`src/rtl/aes_result_packer.sv`:
```
`default_nettype none
// ============================================================================
//  Module   : aes_result_packer
//  Purpose  : Drains the 8-bit AES result FIFO (one byte per word, taken from
//             in_din_i[7:0]) and packs BYTES = DATA_WIDTH/8 consecutive bytes
//             into one word for the host-side FIFO. Byte 0 is the first byte
//             received and lands in the lowest lane. Partial words are emitted
//             on idle timeout or on flush_req_i and carry a valid-byte count.
//  Revision : 1.0 - initial release
// ----------------------------------------------------------------------------
//  Ports
//    clk_i          in   rising-edge clock
//    rst_ni         in   asynchronous active-low reset
//    in_empty_i     in   upstream FIFO empty (FWFT)
//    in_rd_o        out  upstream pop, registered one-cycle pulse
//    in_din_i       in   upstream FIFO head, only [7:0] carries data
//    out_full_i     in   downstream FIFO full
//    out_wr_o       out  downstream write, registered one-cycle pulse
//    out_dout_o     out  packed word, held between writes
//    out_nbytes_o   out  valid bytes in out_dout_o, updated with out_wr_o
//    flush_req_i    in   one-cycle request to emit the current partial word
//    word_count_o   out  words written (wraps)
//    flush_count_o  out  partial words written (wraps)
// ============================================================================
module aes_result_packer #(
    parameter int DATA_WIDTH     = 32,
    parameter int TIMEOUT_CYCLES = 256,
    parameter int CNT_WIDTH      = 16
) (
    input  logic                                  clk_i,
    input  logic                                  rst_ni,
    input  logic                                  in_empty_i,
    output logic                                  in_rd_o,
    input  logic [DATA_WIDTH-1:0]                 in_din_i,
    input  logic                                  out_full_i,
    output logic                                  out_wr_o,
    output logic [DATA_WIDTH-1:0]                 out_dout_o,
    output logic [$clog2(DATA_WIDTH/8):0]         out_nbytes_o,
    input  logic                                  flush_req_i,
    output logic [CNT_WIDTH-1:0]                  word_count_o,
    output logic [CNT_WIDTH-1:0]                  flush_count_o
);

    localparam int BYTES  = DATA_WIDTH / 8;
    localparam int NB_W   = $clog2(BYTES) + 1;
    // Idle counter only has to reach TIMEOUT_CYCLES-1; it saturates beyond.
    localparam int IDLE_W = (TIMEOUT_CYCLES > 1) ? $clog2(TIMEOUT_CYCLES) : 1;
    localparam logic [IDLE_W-1:0] IDLE_LAST =
        (TIMEOUT_CYCLES != 0) ? IDLE_W'(TIMEOUT_CYCLES - 1) : '0;
    localparam logic [NB_W-1:0] NB_FULL = NB_W'(BYTES);

    typedef enum logic [1:0] {
        ST_COLLECT = 2'd0,
        ST_GAP     = 2'd1,
        ST_EMIT    = 2'd2
    } state_e;

    state_e                 state_q, state_d;
    logic [NB_W-1:0]        cnt_q, cnt_d;
    logic [IDLE_W-1:0]      idle_q, idle_d;
    logic [DATA_WIDTH-1:0]  lanes_q, lanes_d;
    logic                   pend_q, pend_d;
    logic                   in_rd_q, in_rd_d;
    logic                   out_wr_q, out_wr_d;
    logic [DATA_WIDTH-1:0]  dout_q, dout_d;
    logic [NB_W-1:0]        nbytes_q, nbytes_d;
    logic [CNT_WIDTH-1:0]   wcnt_q, wcnt_d;
    logic [CNT_WIDTH-1:0]   fcnt_q, fcnt_d;
    logic                   timeout_hit;

    // Upper bits of the upstream word carry no data.
    logic unused_din;
    assign unused_din = ^in_din_i[DATA_WIDTH-1:8];

    assign timeout_hit = (TIMEOUT_CYCLES != 0) && (idle_q == IDLE_LAST);

    always_comb begin
        state_d  = state_q;
        cnt_d    = cnt_q;
        idle_d   = idle_q;
        lanes_d  = lanes_q;
        pend_d   = pend_q;
        in_rd_d  = 1'b0;
        out_wr_d = 1'b0;
        dout_d   = dout_q;
        nbytes_d = nbytes_q;
        wcnt_d   = wcnt_q;
        fcnt_d   = fcnt_q;

        // A request is latched in every state; the branches below decide
        // when it is consumed or discarded.
        if (flush_req_i) begin
            pend_d = 1'b1;
        end

        case (state_q)
            ST_COLLECT: begin
                if (!in_empty_i) begin
                    // A byte arriving always wins over a flush: the pending
                    // flush is served on the next COLLECT visit and the word
                    // then includes this byte.
                    for (int i = 0; i < BYTES; i++) begin
                        if (cnt_q == NB_W'(i)) begin
                            lanes_d[i*8 +: 8] = in_din_i[7:0];
                        end
                    end
                    in_rd_d = 1'b1;
                    cnt_d   = cnt_q + NB_W'(1);
                    idle_d  = '0;
                    state_d = ST_GAP;
                end else if (cnt_q != '0 && (pend_q || timeout_hit)) begin
                    state_d = ST_EMIT;
                end else if (cnt_q == '0) begin
                    // Nothing buffered: a flush has nothing to emit.
                    idle_d = '0;
                    pend_d = 1'b0;
                end else if (idle_q != '1) begin
                    idle_d = idle_q + IDLE_W'(1);
                end
            end

            ST_GAP: begin
                // One dead cycle so the upstream empty flag reflects the pop.
                state_d = (cnt_q == NB_FULL) ? ST_EMIT : ST_COLLECT;
            end

            ST_EMIT: begin
                if (!out_full_i) begin
                    out_wr_d = 1'b1;
                    dout_d   = lanes_q;
                    nbytes_d = cnt_q;
                    wcnt_d   = wcnt_q + CNT_WIDTH'(1);
                    if (cnt_q != NB_FULL) begin
                        fcnt_d = fcnt_q + CNT_WIDTH'(1);
                    end
                    cnt_d    = '0;
                    lanes_d  = '0;
                    idle_d   = '0;
                    pend_d   = 1'b0;
                    state_d  = ST_COLLECT;
                end
            end

            default: begin
                state_d = ST_COLLECT;
            end
        endcase
    end

    always_ff @(posedge clk_i or negedge rst_ni) begin
        if (!rst_ni) begin
            state_q  <= ST_COLLECT;
            cnt_q    <= '0;
            idle_q   <= '0;
            lanes_q  <= '0;
            pend_q   <= 1'b0;
            in_rd_q  <= 1'b0;
            out_wr_q <= 1'b0;
            dout_q   <= '0;
            nbytes_q <= '0;
            wcnt_q   <= '0;
            fcnt_q   <= '0;
        end else begin
            state_q  <= state_d;
            cnt_q    <= cnt_d;
            idle_q   <= idle_d;
            lanes_q  <= lanes_d;
            pend_q   <= pend_d;
            in_rd_q  <= in_rd_d;
            out_wr_q <= out_wr_d;
            dout_q   <= dout_d;
            nbytes_q <= nbytes_d;
            wcnt_q   <= wcnt_d;
            fcnt_q   <= fcnt_d;
        end
    end

    assign in_rd_o       = in_rd_q;
    assign out_wr_o      = out_wr_q;
    assign out_dout_o    = dout_q;
    assign out_nbytes_o  = nbytes_q;
    assign word_count_o  = wcnt_q;
    assign flush_count_o = fcnt_q;

endmodule
`default_nettype wire
```
`config.mk`:
```
export PLATFORM = sky130hd
export DESIGN_NAME = aes_result_packer
export DESIGN_NICKNAME = d
export VERILOG_FILES = /design/src/rtl/aes_result_packer.sv
export SDC_FILE = /design/constraint.sdc
export NUM_CORES = 1
export LEC_CHECK = 0
export CORE_ASPECT_RATIO = 1.25
export CORE_MARGIN = 3
export CORE_UTILIZATION = 23
export DETAILED_ROUTE_END_ITERATION = 16
export PLACE_DENSITY = 0.56
export RECOVER_POWER = 50
export SKIP_LAST_GASP = 1
export SLEW_MARGIN = 20
export SYNTH_ARGS = -nofsm -noshare
export SYNTH_HDL_FRONTEND = slang
export SYNTH_SLANG_ARGS = --single-unit
export TNS_END_PERCENT = 100
```
`constraint.sdc`:
```
create_clock -name clk_i -period 1.7 [get_ports clk_i]
set_input_delay 0.17 -clock clk_i [delete_from_list [all_inputs] [get_ports clk_i]]
set_output_delay 0.17 -clock clk_i [all_outputs]
set_load 0.01 [all_outputs]
```
Word-level counts from Yosys, hierarchy flattened
Index checks and enable logic that the tools add are counted.
{ "classes": {"addsub": 4, "order_cmp": 0, "shifts": 0, "bitwise": 1, "n_eq_ne": 18, "reduce_logical": 15, "mux": 31, "n_mul": 0, "div_mod_pow": 0} }
{ "ops": {"columns": ["op", "count"], "rows": [
  ["8-bit 2-to-1 mux", 9],
  ["32-bit 2-to-1 mux", 2],
  ["32-bit one-hot mux with 2 select lines", 1],
  ["16-bit by 1-bit adder with 16-bit output, second input constant", 2],
  ["4-bit AND reduction", 5],
  ["8-bit one-hot mux with 2 select lines", 1],
  ["2-bit inequality test, second input constant", 6],
  ["1-bit 2-to-1 mux", 9],
  ["3-bit inequality test, second input constant", 3],
  ["8-bit by 1-bit adder with 8-bit output, second input constant", 1],
  ["8-bit == test, second input constant", 1],
  ["2-bit 2-to-1 mux", 4],
  ["8-bit inequality test, second input constant", 1],
  ["3-bit by 2-bit == test with 1-bit output, second input constant", 2],
  ["3-bit 2-to-1 mux", 2],
  ["2-bit one-hot mux with 3 select lines", 1],
  ["3-bit one-hot mux with 2 select lines", 1],
  ["3-bit AND reduction", 2],
  ["4-bit inequality test, second input constant", 1],
  ["2-bit AND reduction", 2],
  ["3-bit by 1-bit adder with 3-bit output, second input constant", 1],
  ["3-bit by 1-bit == test with 1-bit output, second input constant", 1],
  ["3-bit == test, second input constant", 1],
  ["3-bit logical NOT", 1],
  ["other kinds (9)", 9]
]} }
{ "word_totals": {"mem_bits_rw": 0, "latch_bits": 0, "out_inout_bits": 69, "memories": 0, "wordCells": 83, "rom_bits": 0, "ff_bits": 115} }

Logic depth before layout (Yosys ltp)
Gate-level depths: netlist of run 1.
{ "depth": {"depth_word": 6, "mapped_depth": 8, "depth_no_buf": 6} }

Worst setup path before layout of run 1
Ideal clock, no wire load.
{ "synth_timing": {"path_type": "reg-to-reg", "start": "register cnt_q[0]", "end": "register idle_q[4]", "path_stages_with_launch": 7, "arrival_ps": 1585, "path_buffers": 0, "required_time_ps": 1576, "slack_ps": -9, "cell_sequence": "dfrtp_1 > inv_1 > ha_1 > nor2b_1 > o21ai_0 > a2111oi_0 > a211o_1"} }
{ "synth_between": {"elab_chain_len": 5, "word_cells_on_any_way": 10, "cone_classes": "eq/ne: 2; mux: 4; reduce/logical: 4"} }
{ "synth_rtl": {"columns": ["element", "line", "text"], "rows": [
  ["from (decl)", "59", "logic [NB_W-1:0] cnt_q, cnt_d;"],
  ["from (signal assigned)", "165", "cnt_q <= cnt_d;"],
  ["3-bit logical NOT", "113", "end else if (cnt_q == '0) begin"],
  ["8-bit 2-to-1 mux", "113", null],
  ["8-bit 2-to-1 mux", "111", "end else if (cnt_q != '0 && (pend_q || timeout_hit)) begin"],
  ["8-bit 2-to-1 mux", "98", "if (!in_empty_i) begin"],
  ["8-bit one-hot mux with 2 select lines", "96", "case (state_q)"],
  ["to (signal assigned)", "166", "idle_q <= idle_d;"],
  ["to (decl)", "60", "logic [IDLE_W-1:0] idle_q, idle_d;"]
]} }
Several ways; a longest one is shown, not always the timed one. The select of a mux whose other input is x is not followed.
A chain may end at the register's enable or synchronous reset.

Worst setup path in the final report of run 1
{ "layout_timing": {"start": "register idle_q[0]", "end": "register idle_q[5]"} }
{ "layout_between": {"elab_chain_len": 6, "word_cells_on_any_way": 13, "cone_classes": "add/sub: 1; eq/ne: 4; mux: 5; reduce/logical: 3"} }
{ "layout_rtl": {"columns": ["element", "line", "text"], "rows": [
  ["8-bit by 1-bit adder with 8-bit output", "118", "idle_d = idle_q + IDLE_W'(1);"],
  ["8-bit 2-to-1 mux", "117", "end else if (idle_q != '1) begin"],
  ["8-bit 2-to-1 mux", "113", null],
  ["8-bit 2-to-1 mux", "111", null],
  ["8-bit 2-to-1 mux", "98", null],
  ["8-bit one-hot mux with 2 select lines", "96", null]
]} }
Several ways; a longest one is shown, not always the timed one. The select of a mux whose other input is x is not followed.

==> impl_metrics.yaml, run 1 <==
worst_setup_path:
  timing.rr.start: "idle_q[0]"
  path_class: "flop to flop"
  cp_data_required_time_ps: 2000
  r2r_end: "idle_q[5]"
  arrival_ps: 1930
  endpoint_kind: "flop"
  rrSetupSlack_ps: 60
  r2r_cells: 6
  worstSetupStartpointType: "flop"
  critPathMaxFanout: 6
final_layout:
  multi_input_area_um2: 1880
  final_nets: 581
  final_common_cell: "dfrtp_1"
  final_layout_size_suffix_gt1_share_pct: 23.9
  area.growth.synth_to_final_pct: 45.8
  register_area_um2: 2880
  stdcell_area_um2: 6940
  postLayoutCoreUtil_pct: 34.3
  layout_common_cells: "dfrtp_1 (114), clkdlybuf4s50_1 (80), nand2_1 (61)"
  nFillCells: 2019
  instances_no_fill: 819
  n_antenna_cell: 0
yosys:
  synth.ff_latch_count: 115
  synth_area_leaders: "dfrtp_1 (60%), mux2_2 (8.0%), nand2_1 (4.9%), xnor2_1 (4.8%), o21ai_0 (4.3%)"
  syn_nets: 450
  syn_inst: 405
  ys_seq_area_share_pct: 60.5
  async_reset_ff_share_pct: 100
  synth_cell_types: 38
  syn_avg_cell_area_um2: 11.7
  synth_area_leader_cell: "dfrtp_1"
  synth_top_cell_area_share_pct: 60.5
  synth_area_um2: 4760
  synthFlopType: "dfrtp_1"
  yosysWarnings: 0
  synth-edff-count: 0
timing:
  period_share_pct: 96.2
  rsz0062_at_grt: "true"
  fmax_mhz: 611
  worstMarginPinSlew_ps: 680
  setup_viol: 0
  fin_skew_ps: 5.76
  fin_crit_ps: 1640
  drv_slew: 0
  whs_ps: 346
  slew-limit-headroom_pct: 54.7
  finalHoldViolations: 0
grt:
  grt_pass1_wl_mm: 19.2
  antenna_found_initial: 0
  grt-ovfl-total: 0
  grt_pass1_vias: 3667
  grt_max_degree: 39
  grt.total_usage_pct: 10.8
clock_network:
  worstSkewPairLatency_ps: 410
  cts.sinks: 115
  cts.htree.levels: 4
  cts-root-buf: "clkbuf_16"
  cts_buffers: 17
  cts_tree: "yes"
  clockBufferDepth: 2
  path_clk_slew_ps: 60
power_and_ir_drop:
  p_leak_nw: 3.07
  ir_drop_v: 0.000715
  p_per_area_nw_per_um2: 1670
route:
  antenna_left: 0
  wl_per_cell_um: 14.0
  remaining_drc_errors: 0
  dr.pass1.iters: 4
  routed_wirelength_mm: 11.5
  drtIter0Drc: 124
  vias: 3526
  avgViaCountPerCell: 4.31
floorplan:
  design.portCount: 106
  fp.coreArea_um2: 20200
  start_util_pct: 23.5
  die_h_um: 167
  die_w_um: 135
  die_area_um2: 22500
  rows: 58
placed_design:
  place.gp.congestion: 0.780
  dp.cells: 781
  dp_hpwl_mm: 8.45
  placed_area_um2: 6190
  port_buffers: 81
worst_hold_path:
  min_path_type: "primary input to async pin"
run_status:
  status: "completed"
run:
  cap_viol_max_count: 0
power by group:
group | switching [W] | internal [W]
combinational | 0.00172 | 0.00201
clock | 0.00130 | 0.00241
sequential | 0.000559 | 0.00362
total | 0.00358 | 0.00804
kinds of logic (layout without fill, tap and decap cells):
logic type | count (synthesis) | count (layout) | share of synthesized area [%]
and+or+nand+nor | 126 | 126 | 13.6
DFF | 115 | 115 | 60.5
AOI/OAI and AO/OA | 67 | 67 | 8.15
muxes | 34 | 34 | 8.05
xor gates and xnor gates | 30 | 30 | 5.52
buffers and inverters | 25 | 169 | 2.08
adders and majority gates | 8 | 8 | 2.10
through the flow:
stage | TNS, ps | total power (W) | setup slack, ps
detailed placement | -16400 | 0.00786 | -358
finish | 0 | 0.0116 | 64.0
floorplan | 0 | 0.00581 | 26.3
CTS | -5.56 | 0.0117 | -5.56
global route | -34.0 | 0.0124 | -10.5
global placement | -14120 | 0.00774 | -326
per-layer routing:
layer / GRT usage, % / vias to the layer above / wire length, µm
met1: 12.7 / 1776 / 4890
met4: 4.21 / 0 / 159
li1: - / 1677 / -
met5: 0 / - / 0
met3: 3.44 / 11 / 453
met2: 18.2 / 62 / 5970
synth_stat cells, types with 5 or more instances:
cell,n
dfrtp_1,115
nand3_1,15
o21ai_0,41
inv_1,10
and3_1,11
and4_1,6
xnor2_1,26
ha_1,8
a31oi_1,7
clkbuf_1,8
nand2_1,62
nand4_1,5
mux2_2,34
flip-flops by register name, summed over array words and instances (netlist names):
name	count
word_count_o	16
cnt_q	3
out_wr_o	1
out_dout_o	32
in_rd_o	1
idle_q	8
flush_count_o	16
lanes_q	32
out_nbytes_o	3
state_q	2
pend_q	1
final cells by class:
cell class	count	area share (%)
tap	270	4.87
clock buffer	19	6.53
inverter	11	0.595
multi-input combinational	265	27.1
timing repair buffer	126	17.0
sequential	115	41.5
clock inverter	13	2.51
worst max path at each step:
stage	cells past startpoint	endpoint	start
finish	6	idle_q[5]	idle_q[0]
global route	6	flush_count_o[6]	state_q[0]
CTS	5	idle_q[4]	state_q[1]
detailed placement	7	flush_count_o[6]	out_full_i
global placement	7	flush_count_o[6]	out_full_i
floorplan	5	idle_q[4]	idle_q[0]
worst max-delay path, stage by stage (launching register included):
cell and delay (ps):
dfrtp_1 350, ha_2 210, nand3_2 110, buf_4 180, o31a_1 310, and3_1 170
o22a_1 190
timing repair:
action	CTS	global route
setup buffers	0	5
hold buffers	1	0
hold endpoints to repair	24	0
gates resized for setup	6	21
gates cloned	0	0
pin swaps	1	7
setup endpoints to repair	31	23
Note: power is estimated with default switching activity, not from simulation.
==> run 2: changes to the inputs <==
SLEW_MARGIN = 25   (was 20)
==> results of run 2 <==
The final DEF is identical to that of run 1; final timing and power are the same.
==> run 3: changes to the inputs <==
CTS_BUF_LIST = sky130_fd_sc_hd__clkbuf_4   (was default)
==> run 3 against run 2 <==
  * Combinational power about the same
  * Cell area is 0.54% lower
  * Non-clock buffer count increased by 25
  * Critical path depth stayed put
  * Routed wire length grew 3.0%
  * Clock skew rose by 17 ps
  * Via count increased by 1.6%
  * Global-route usage up 0.16 points
  * Die area stayed put
  * Maximum frequency decreased by 1.9%
  * Critical endpoint is now flush_count_o[6]
  * Largest cell class unchanged
  * Largest power group unchanged
==> impl_metrics.yaml, run 3 (synthesized netlist as in run 1, its figures left out) <==
run_status:
  status: "completed"
route:
  routed_wirelength_mm: 11.8
  antenna_left: 0
  wl_per_cell_um: 14.0
  dr.pass1.iters: 4
  drtIter0Drc: 182
  remaining_drc_errors: 0
  avgViaCountPerCell: 4.24
  vias: 3581
power_and_ir_drop:
  clkPwrFrac_pct: 21.4
  pwr-share-seq_pct: 41.3
  power_w: 0.0100
  p_sw_w: 0.00340
  ir_drop_v: 0.000488
  p_per_area_nw_per_um2: 1450
  p_sw_share_pct: 33.9
  combPwrFrac_pct: 37.3
  p_leak_nw: 3.53
  p_int_w: 0.00663
timing:
  drv_slew: 0
  fin_crit_ps: 1670
  finalHoldViolations: 0
  setup_viol: 0
  rsz0062_at_grt: "true"
  fmax_mhz: 600
  worstMarginPinSlew_ps: 767
  whs_ps: 225
  slew-limit-headroom_pct: 48.8
  setup_slack_ps: 33.0
  period_share_pct: 98.1
  fin_skew_ps: 22.4
grt:
  grt_max_degree: 39
  grt-ovfl-total: 0
  grt.total_usage_pct: 10.9
  antenna_found_initial: 1
  grt_pass1_wl_mm: 19.4
  grt_pass1_vias: 3747
clock_network:
  clockBufferDepth: 2
  cts-root-buf: "clkbuf_4"
  worstSkewPairLatency_ps: 530
  cts_tree: "yes"
  cts_buffers: 17
  cts.sinks: 115
  cts.htree.levels: 4
  path_clk_slew_ps: 110
final_layout:
  final_common_cell: "dfrtp_1"
  final_nets: 606
  register_area_um2: 2880
  multi_input_area_um2: 1890
  area.growth.synth_to_final_pct: 45.0
  postLayoutCoreUtil_pct: 34.1
  nFillCells: 2031
  final_layout_size_suffix_gt1_share_pct: 27.9
  layout_common_cells: "dfrtp_1 (110), nand2_1 (62), buf_4 (59)"
placed_design:
  place.gp.congestion: 0.780
  dp_slack_ps: -358
  dp_hpwl_mm: 8.45
  port_buffers: 81
worst_setup_path:
  path_class: "flop to flop"
  rrSetupSlack_ps: 30
  endpoint_kind: "flop"
  timing.rr.start: "state_q[0]"
  worstSetupStartpointType: "flop"
  critPathBufInv: 2
  slowest_delay_ps: 410
  r2r_cells: 6
  critPathTopFamily: "simple AND/OR/NAND/NOR gates"
  crit_top_cell: "buf_6"
  cp_cell_sequence: "or3b_4 -> buf_6 -> nor3_4 -> buf_6 -> and3_4 -> xor2_1"
  arrival_ps: 2110
  slowest_stage: "or3b_4"
  cp_data_required_time_ps: 2140
  critPathMaxFanout: 6
  r2r_end: "flush_count_o[6]"
floorplan:
  die_w_um: 135
  die_area_um2: 22500
  start_util_pct: 23.5
  fp.coreArea_um2: 20200
  design.portCount: 106
  rows: 58
  die_h_um: 167
run:
  cap_viol_max_count: 0
worst_hold_path:
  min_path_type: "primary input to async pin"
[run 3: cell types whose count changed in the layout (fill, tap and decap cells not counted), sizes merged]
| cell | delta |
|---|---|
| diode | +1 |
| buf | +26 |
| clkinv | +2 |
| dlygate4sd2 | +6 |
| clkdlybuf4s50 | -37 |
| dlymetal6s2s | +31 |
| clkbuf | -3 |
[run 3: routing by layer]
metal | vias to the layer above | wire, µm | GRT usage [%]
li1 | 1728 | - | -
met1 | 1773 | 4930 | 12.7
met2 | 65 | 6110 | 18.5
met3 | 15 | 557 | 3.41
met4 | 0 | 218 | 4.56
met5 | - | 0 | 0
[run 3: worst reg2reg max path: cells and delay by family (launching register included)]
kind	cells	cell delay, ps
XOR/XNOR	1	140
flip-flops	1	390
AND/OR/NAND/NOR	3	770
buffers and inverters	2	300
[run 3: area by class of cell]
cell class / count / area share [%]
Inverter: 11 / 0.598
Antenna cell: 1 / 0.0363
Timing Repair Buffer: 151 / 20.8
Multi-Input combinational cell: 265 / 27.4
Tap cell: 270 / 4.90
Clock buffer: 17 / 1.85
Clock inverter: 15 / 2.63
Sequential cell: 115 / 41.8
[run 3: what timing repair did]
action	4_1_cts	5_1_grt
hold buffers	1	0
setup endpoints to repair	64	63
gates cloned	0	0
hold endpoints to repair	115	0
setup buffers	22	8
gates resized for setup	17	53
pin swaps	0	7
[run 3: metrics by stage]
stage	cell area, µm²	setup TNS [ps]	cells
after floorplan	4760	0	405
after global placement	6190	-14120	781
after detailed placement	6190	-16400	781
after CTS	6690	-17.9	836
after global routing	6900	-128	845
final	6900	0	845
[run 3: worst max-delay path by stage]
stage | cells past startpoint | startpoint | end
after floorplan | 5 | idle_q[0] | idle_q[4]
after global placement | 7 | out_full_i | flush_count_o[6]
after detailed placement | 7 | out_full_i | flush_count_o[6]
after CTS | 6 | state_q[0] | flush_count_o[6]
after global routing | 6 | state_q[0] | flush_count_o[6]
final | 6 | state_q[0] | flush_count_o[6]
[run 3: power by group through the flow]
stage	Clock [W]	Combinational, W	Sequential [W]
after floorplan	0	0.00150	0.00430
after global placement	0	0.00353	0.00421
after detailed placement	0	0.00361	0.00425
after CTS	0.00223	0.00374	0.00417
after global routing	0.00236	0.00416	0.00427
final	0.00214	0.00374	0.00414
